### src/rtl/mem_arb_defs.sv
// Shared definitions for the memory port arbiter: FSM encoding, arbitration
// mode constants and index-width helper.
package mem_arb_defs;

    typedef enum logic [1:0] {
        ST_IDLE = 2'd0,
        ST_BUSY = 2'd1,
        ST_RESP = 2'd2
    } arb_state_t;

    localparam int ARB_FIXED = 0;
    localparam int ARB_RR    = 1;
    localparam int WD_W      = 32;

    // A single requester still needs a one-bit index.
    function automatic int idx_width(input int n);
        return (n > 1) ? $clog2(n) : 1;
    endfunction

endpackage

### src/rtl/arb_pick.sv
// Grant selection: scans the request vector starting at i_start (round-robin)
// or at index 0 (fixed priority) and returns the first asserted index.
module arb_pick
    import mem_arb_defs::*;
#(
    parameter int N_REQ = 2,
    parameter int IDX_W = 1
) (
    input  logic [N_REQ-1:0] i_req,
    input  logic [IDX_W-1:0] i_start,
    input  logic             i_mode,
    output logic [IDX_W-1:0] o_idx,
    output logic             o_valid
);

    int               w_base;
    logic [IDX_W-1:0] w_cand;

    always_comb begin
        o_idx   = '0;
        o_valid = 1'b0;
        w_cand  = '0;
        w_base  = i_mode ? int'(i_start) : 0;
        for (int k = 0; k < N_REQ; k++) begin
            w_cand = IDX_W'((w_base + k) % N_REQ);
            if (!o_valid && i_req[w_cand]) begin
                o_valid = 1'b1;
                o_idx   = w_cand;
            end
        end
    end

endmodule

### src/rtl/mem_port_arbiter.sv
// Shares one memory port between N_REQ pipeline requesters with an
// IDLE -> BUSY -> RESP access FSM, optional round-robin and a BUSY watchdog.
module mem_port_arbiter
    import mem_arb_defs::*;
#(
    parameter int N_REQ    = 2,
    parameter int ADDR_W   = 32,
    parameter int DATA_W   = 32,
    parameter int ARB_MODE = 0,
    parameter int TIMEOUT  = 0
) (
    input  logic                     Clock,
    input  logic                     Reset,
    input  logic [N_REQ-1:0]         Req_Valid,
    input  logic [N_REQ-1:0]         Req_Write,
    input  logic [N_REQ*ADDR_W-1:0]  Req_Addr,
    input  logic [N_REQ*DATA_W-1:0]  Req_WData,
    output logic [N_REQ-1:0]         Req_Done,
    output logic [N_REQ-1:0]         Req_Stall,
    output logic [DATA_W-1:0]        Rsp_Data,
    output logic                     Rsp_Err,
    output logic [ADDR_W-1:0]        Mem_Address,
    output logic                     Mem_WriteEnable,
    output logic [DATA_W-1:0]        Mem_DataOut,
    input  logic [DATA_W-1:0]        Mem_DataIn,
    input  logic                     Mem_Ready,
    output logic [1:0]               Dbg_State
);

    localparam int IDX_W = idx_width(N_REQ);

    arb_state_t        r_state, w_next;
    logic [IDX_W-1:0]  r_grant, r_last, w_start, w_pick_idx;
    logic              w_pick_valid, w_timeout;
    logic [ADDR_W-1:0] r_addr;
    logic [DATA_W-1:0] r_wdata, r_rdata;
    logic              r_write, r_err;
    logic [WD_W-1:0]   r_wd;
    logic [N_REQ-1:0]  r_done;

    logic [ADDR_W-1:0] w_addr  [N_REQ];
    logic [DATA_W-1:0] w_wdata [N_REQ];

    for (genvar g = 0; g < N_REQ; g++) begin : g_unpack
        assign w_addr[g]  = Req_Addr[g*ADDR_W +: ADDR_W];
        assign w_wdata[g] = Req_WData[g*DATA_W +: DATA_W];
    end

    always_comb begin
        if (r_last == IDX_W'(N_REQ - 1)) w_start = '0;
        else                             w_start = r_last + 1'b1;
    end

    arb_pick #(.N_REQ(N_REQ), .IDX_W(IDX_W)) u_pick (
        .i_req   (Req_Valid),
        .i_start (w_start),
        .i_mode  (ARB_MODE == ARB_RR),
        .o_idx   (w_pick_idx),
        .o_valid (w_pick_valid)
    );

    always_ff @(posedge Clock) begin
        if (Reset) r_state <= ST_IDLE;
        else       r_state <= w_next;
    end

    // Mem_Ready is tested first so a completion on the timeout edge wins.
    always_comb begin
        w_next    = r_state;
        w_timeout = 1'b0;
        case (r_state)
            ST_IDLE: if (w_pick_valid) w_next = ST_BUSY;
            ST_BUSY: begin
                if (Mem_Ready) begin
                    w_next = ST_RESP;
                end else if ((TIMEOUT > 0) && (r_wd == WD_W'(TIMEOUT - 1))) begin
                    w_next    = ST_RESP;
                    w_timeout = 1'b1;
                end
            end
            ST_RESP: w_next = ST_IDLE;
            default: w_next = ST_IDLE;
        endcase
    end

    always_ff @(posedge Clock) begin
        if (Reset) begin
            r_grant <= '0;
            r_last  <= '0;
            r_addr  <= '0;
            r_wdata <= '0;
            r_write <= 1'b0;
            r_wd    <= '0;
            r_done  <= '0;
            r_rdata <= '0;
            r_err   <= 1'b0;
        end else begin
            r_done <= '0;
            case (r_state)
                ST_IDLE: begin
                    if (w_pick_valid) begin
                        r_grant <= w_pick_idx;
                        r_last  <= w_pick_idx;
                        r_addr  <= w_addr[w_pick_idx];
                        r_wdata <= w_wdata[w_pick_idx];
                        r_write <= Req_Write[w_pick_idx];
                        r_wd    <= '0;
                    end
                end
                ST_BUSY: begin
                    if (Mem_Ready) begin
                        r_rdata <= r_write ? '0 : Mem_DataIn;
                        r_err   <= 1'b0;
                        r_done  <= N_REQ'(1) << r_grant;
                    end else if (w_timeout) begin
                        r_rdata <= '0;
                        r_err   <= 1'b1;
                        r_done  <= N_REQ'(1) << r_grant;
                    end else begin
                        r_wd <= r_wd + 1'b1;
                    end
                end
                default: ;
            endcase
        end
    end

    assign Mem_Address     = (r_state == ST_BUSY) ? r_addr  : '0;
    assign Mem_DataOut     = (r_state == ST_BUSY) ? r_wdata : '0;
    assign Mem_WriteEnable = (r_state == ST_BUSY) && r_write;
    assign Req_Done        = r_done;
    assign Req_Stall       = Req_Valid & ~r_done;
    assign Rsp_Data        = r_rdata;
    assign Rsp_Err         = r_err;
    assign Dbg_State       = r_state;

endmodule

### config.mk
export PLATFORM = sky130hd
export DESIGN_NAME = mem_port_arbiter
export DESIGN_NICKNAME = d
export VERILOG_FILES = /design/src/rtl/mem_arb_defs.sv /design/src/rtl/arb_pick.sv /design/src/rtl/mem_port_arbiter.sv
export SDC_FILE = /design/constraint.sdc
export NUM_CORES = 1
export LEC_CHECK = 0
export ABC_AREA = 1
export CAP_MARGIN = 40
export CORE_UTILIZATION = 40
export DETAILED_ROUTE_END_ITERATION = 6
export PLACE_DENSITY = 0.78
export REMOVE_ABC_BUFFERS = 1
export SYNTH_ARGS = -nofsm -noshare
export SYNTH_HDL_FRONTEND = slang
export SYNTH_SLANG_ARGS = --single-unit
### constraint.sdc
create_clock -name Clock -period 3 [get_ports Clock]
set_clock_uncertainty 0.05 [all_clocks]
set_input_delay 0.45 -clock Clock [delete_from_list [all_inputs] [get_ports Clock]]
set_output_delay 0.45 -clock Clock [all_outputs]
set_load 0.01 [all_outputs]
**Word level (Yosys, flattened, before mapping)**

Index checks and enable logic that the tools add are counted.

- Bits in registers: 102
- Input bits: 167
- Output and inout port bits: 104
- Word-level logic and storage cells: 43

- Magnitude comparators: 2
- Eq/ne operators: 3
- Shift-type cells: 1
- Multiplexer cells: 17
- Bitwise gates (word level): 5
- Reductions and logical operators: 8

Operators by type and width:

| cell | number |
|---|---|
| 32-bit two-way mux | 9 |
| 2-bit AND reduction | 3 |
| 1-bit two-way mux | 5 |
| 2-bit two-way mux | 2 |
| 2-bit case mux with 2 select lines | 1 |
| 3-bit OR reduction | 1 |
| 2-bit bitwise AND | 1 |
| 2-bit by 1-bit == test with 1-bit output (second input constant) | 1 |
| 2-bit greater-or-equal comparator (second input constant) | 1 |
| 1-bit logical AND | 2 |
| 2-bit logical NOT | 1 |
| 1-bit by 2-bit less-than comparator with 1-bit output (second input constant) | 1 |
| 2-bit by 1-bit != test with 1-bit output (second input constant) | 1 |
| 2-bit != test (second input constant) | 1 |
| 1-bit inverter | 2 |
| 1-bit inverter with 2-bit output | 1 |
| 2-bit inverter | 1 |
| 1-bit by 1-bit left shift with 2-bit output (first input constant) | 1 |
| 1-bit logical NOT | 1 |

**Depth between registers and ports, before layout**

Gate-level depths: netlist (run 1).

- Depth after elaboration: 8
- Mapped depth: 8
- Mapped depth without buffers: 6

**By module**

From an unflattened synthesis (run 1), not the netlist that was laid out.

- Cells, all modules: 997
- Area total of the unflattened synthesis: 5494.0 um^2

Modules (own cells, without submodules):

| module | instances | cells an instance | area each (um^2) | sequential area each (um^2) |
|---|---|---|---|---|
| mem_port_arbiter | 1 | 993 | 5475.3 | 2042.0 |
| arb_pick | 1 | 4 | 18.8 | 0.0 |

**Worst setup path after synthesis (run 1)**

Ideal clock, no wire load.

- Kind: flip-flop to output port
- Start point: register r_state[0], in the netlist Dbg_State[0]
- End point: output port Mem_Address[10]
- Arrival: 1.138 ns
- Required time: 2.500 ns
- Path slack: 1.362 ns
- Cell stages (with the launch flop): 7
- Path buffers: 2
- Cells stage by stage: dfxtp_1 inv_2 nor2_4 inv_2 buf_2 buf_2 nor2_1

- Cells in the longest elaborated chain, start to end: 2

Ends and longest elaborated chain:

| what | RTL line | source |
|---|---|---|
| from (decl) | mem_port_arbiter.sv:32 | `arb_state_t r_state, w_next;` |
| from (signal assigned) | mem_port_arbiter.sv:64 | `else r_state <= w_next;` |
| 2-bit by 1-bit == test with 1-bit output | mem_port_arbiter.sv:128 | `assign Mem_Address = (r_state == ST_BUSY) ? r_addr : '0;` |
| 32-bit two-way mux | mem_port_arbiter.sv:128 |  |
| to (decl) | mem_port_arbiter.sv:22 | `output logic [ADDR_W-1:0] Mem_Address,` |

No other way between the ends.

**Worst setup path in the final report (run 1)**

Same ends and word-level chain as after synthesis.

==> impl_summary.txt, run 1 <==
----------------------------------------------------
[Outcome]
  Result of the run ... completed

[Worst setup path]
  Count of buffer and inverter cells on the critical path ... 4
  Largest fanout on the critical path ... 36
  Cells along the critical path ... inv_2, nor2_4, inv_2, buf_12, nor2_1, clkdlybuf4s50_1
  Sort of element at the end of the critical path ... output pin
  CP max-delay cell ... sky130_fd_sc_hd__clkdlybuf4s50_1
  Crit path DAT ... 2.15 ns
  R2R depth ... 7
  Category of cells accounting for the largest share of critical-path delay ... buffers and inverters
  CP Class ... register to output pin
  Nature of the critical path startpoint ... register
  Crit path depth ... 6
  Delay of the slowest cell on the worst path ... 0.58 ns
  Required arrival time at the worst endpoint ... 2.50 ns
  Most common cell type on the critical path ... sky130_fd_sc_hd__inv_2

[Die]
  Total Die Area ... between 15000 and 20000 sq um
  Effective utilization at floorplan ... 0.418
  DIE WIDTH ... between 100 and 150 um
  Vertical extent of the die ... 123 um
  Core Area ... 14100 sq um
  Total number of placement rows ... 43
  Io pins ... approximately 270

[Synthesis]
  Fraction of synthesis flops using an asynchronous set or reset pin ... 0
  Synthesized area per cell ... 5.52 sq um
  Top FF cell, synth ... sky130_fd_sc_hd__dfxtp_1
  Synth warnings ... 0
  Portion of the post-synthesis area used by sequential elements ... 0.347
  Count of state elements after synthesis ... slightly above 100
  Ranking of synthesized cells by area ... sky130_fd_sc_hd__dfxtp_1 35%, sky130_fd_sc_hd__nand2_1 19%, sky130_fd_sc_hd__nor2_1 19%, sky130_fd_sc_hd__inv_1 12%, sky130_fd_sc_hd__nand3_1 8.2%
  Yosys top cell area share ... 0.347
  Most common cell in the netlist ... sky130_fd_sc_hd__nand2_1
  Post-synthesis cell area ... roughly 5900 sq um
  Number of distinct standard cells referenced by the synthesized netlist ... 18
  Biggest area consumer among synthesized cells ... sky130_fd_sc_hd__dfxtp_1
  Synth Instances ... around 1100
  Synth cell count leaders ... 297 x sky130_fd_sc_hd__nand2_1, 295 x sky130_fd_sc_hd__nor2_1, 196 x sky130_fd_sc_hd__inv_1, 102 x sky130_fd_sc_hd__dfxtp_1, 97 x sky130_fd_sc_hd__nand3_1
  Post-synth EDFFs ... 0

[Global routing]
  Via count of the first global-routing pass ... between 6000 and 7000
  First-pass GRT wire length ... around 29 mm
  Overall routing resource usage ... 0.239
  Global-route congestion overflow total ... 0
  Initial antenna violation count ... 1
  Largest net degree at the start of global routing ... 67

[Placement]
  Total of buffers placed on input and output ports ... 269
  Placer Congestion ... 0.844
  Number of cells after detailed placement ... around 1500
  Standard cell area after detailed placement ... around 8600 sq um
  HPWL after detailed placement ... 12.6 mm
  Worst Setup Slack post-DPL ... 0.747 ns

[Detailed routing]
  DRC viols ... 0
  Drt total wl ... roughly 18 mm
  Detailed-router iteration count before antenna repair ... 4
  Wire length per cell ... around 12 um
  Number of vias per cell after detailed routing ... approximately 4.5
  Detail Route Antenna Nets ... 0
  Total via count after detailed routing ... between 6000 and 7000
  Number of violations reported at the end of detailed-routing iteration 0 ... around 350

[CTS]
  Cell chosen for the clock root ... sky130_fd_sc_hd__clkbuf_16
  Worst-Skew Late Latency ... roughly 0.35 ns
  # hold bufs at CTS ... 0
  Clock tree sinks ... about 100
  Post-CTS Setup Inserts ... 0
  Clock tree from TritonCTS ... built
  Number of H-tree branching levels ... 3
  TritonCTS Buffers ... 9
  CTS-repair resized insts ... 0
  Clock transition at path regs ... roughly 0.070 ns
  Maximum clock path buffer count ... 2

[Pwr]
  Sequential share of power ... 0.385
  Switching Power ... 1.18 mW
  Portion of total power attributed to combinational logic ... 0.293
  Internal cell power ... 2.79 mW
  Leakage power ... around 4.5 nW
  Pwr/cell area ... 444 nW/um^2
  Clock share of power ... 0.322
  Switching portion of total power ... 0.298
  Final total power ... 3.97 mW
  Largest voltage drop on the vdd net ... approximately 0.32 mV

[Cells and area]
  Synth-to-layout area growth ... 51.9%
  Fraction of final layout cells with drive strength greater than 1 ... 0.0316
  Final Core Density ... 0.634
  Fin area ... about 8900 sq um
  Non-filler instance count after layout ... about 1500
  Antenna fix cells ... 0
  Post-layout net count ... ~1500

[Min path]
  Hold Path Cell Cnt ... 1
  Class of the worst hold path ... register to register

[STA]
  Final setup violation count ... 0
  Final Cycle Share ... 0.883
  RSZ-0062 raised after global routing ... false
  Final hold viol count ... 0
  Final WS setup ... between 0.3 and 0.4 ns
  Final sum of negative setup slack ... 0 ns
  Post-layout min period ... roughly 2.7 ns
  Max Slew Vio Count ... 0
  Max-Slew Margin vs Limit ... 0.519
  Max frequency ... 377 MHz
  Slew of the pin with the lowest slew margin ... between 0.7 and 0.8 ns
  Min Hold Slack ... approximately 0.39 ns

[Job]
  Number of max-cap violations ... 0

----------------------------------------------------
==> power groups by stage <==
stage | sequential [mW] | clock [mW] | combinational, mW
global route | 1.54 | 1.36 | 1.31
global placement | 1.55 | 0 | 1.15
detailed placement | 1.56 | 0 | 1.16
floorplan | 1.57 | 0 | 0.580
finish | 1.53 | 1.28 | 1.16
CTS | 1.53 | 1.31 | 1.17
==> state kept, by name, indices dropped and copies added, names as in the netlist <==
signal     flops
Req_Done       2
r_addr        32
r_wdata       32
Rsp_Data      32
r_grant        1
Dbg_State      2
r_write        1
==> cell usage in the layout (no fill, tap or decap), types with 3 or more instances in the layout <==
cell,synthesis,final
sky130_fd_sc_hd__nand2_2,1,4
sky130_fd_sc_hd__inv_2,4,4
sky130_fd_sc_hd__clkbuf_16,0,9
sky130_fd_sc_hd__buf_12,0,3
sky130_fd_sc_hd__dfxtp_1,102,102
sky130_fd_sc_hd__nand2_1,297,294
sky130_fd_sc_hd__clkdlybuf4s50_1,0,268
sky130_fd_sc_hd__nand3_1,97,97
sky130_fd_sc_hd__inv_1,196,196
sky130_fd_sc_hd__buf_4,8,11
sky130_fd_sc_hd__nor2_1,295,295
==> path summary, 6_finish.rpt <==
check,slack [ns],start,endpoint
setup reg to reg,1.11,Dbg_State[0],Rsp_Data[2]
hold reg to reg,0.39,r_grant,Req_Done[0]
setup / recovery,0.35,Dbg_State[0],Mem_Address[10]
hold / removal,0.39,r_grant,Req_Done[0]
==> worst register-to-register path: stages (launching register included) <==
cell and delay, ns:
sky130_fd_sc_hd__dfxtp_1 0.42, sky130_fd_sc_hd__inv_2 0.07, sky130_fd_sc_hd__nor2_4 0.09, sky130_fd_sc_hd__buf_4 0.35, sky130_fd_sc_hd__nand2_2 0.51, sky130_fd_sc_hd__nand2_1 0.20
sky130_fd_sc_hd__inv_1 0.06, sky130_fd_sc_hd__nor2_1 0.09
==> layer usage <==
metal,part of all wire,global-route usage
met4,0.034,0.119
met2,0.46,0.401
met3,0.083,0.0600
met5,0,0
met1,0.43,0.283
==> kinds of logic after synthesis <==
group,synth area share
compound gates,0.00170
buf+inv,0.185
flops,0.347
other cells,0.000637
simple gates,0.466
==> cell type report <==
class	count	area (sq um)
Multi-Input combinational cell	697	2770
Tap cell	180	225
Clock buffer	10	239
Sequential cell	102	2040
Inverter	201	754
Fill cell	1332	5150
Clock inverter	6	85.1
Timing Repair Buffer	283	2830
Power figures use the tool's default switching activity.
==> run 2: changes to the inputs <==
--- a/config.mk
+++ b/config.mk
@@ -6,11 +6,12 @@
 export NUM_CORES = 1
 export LEC_CHECK = 0
 export ABC_AREA = 1
-export CAP_MARGIN = 40
+export CAP_MARGIN = 0
 export CORE_UTILIZATION = 40
 export DETAILED_ROUTE_END_ITERATION = 6
 export PLACE_DENSITY = 0.78
 export REMOVE_ABC_BUFFERS = 1
+export SETUP_SLACK_MARGIN = 0.05
 export SYNTH_ARGS = -nofsm -noshare
 export SYNTH_HDL_FRONTEND = slang
 export SYNTH_SLANG_ARGS = --single-unit
==> results of run 2 <==
Same layout as run 1: the final DEF is identical, and so are final timing and power.
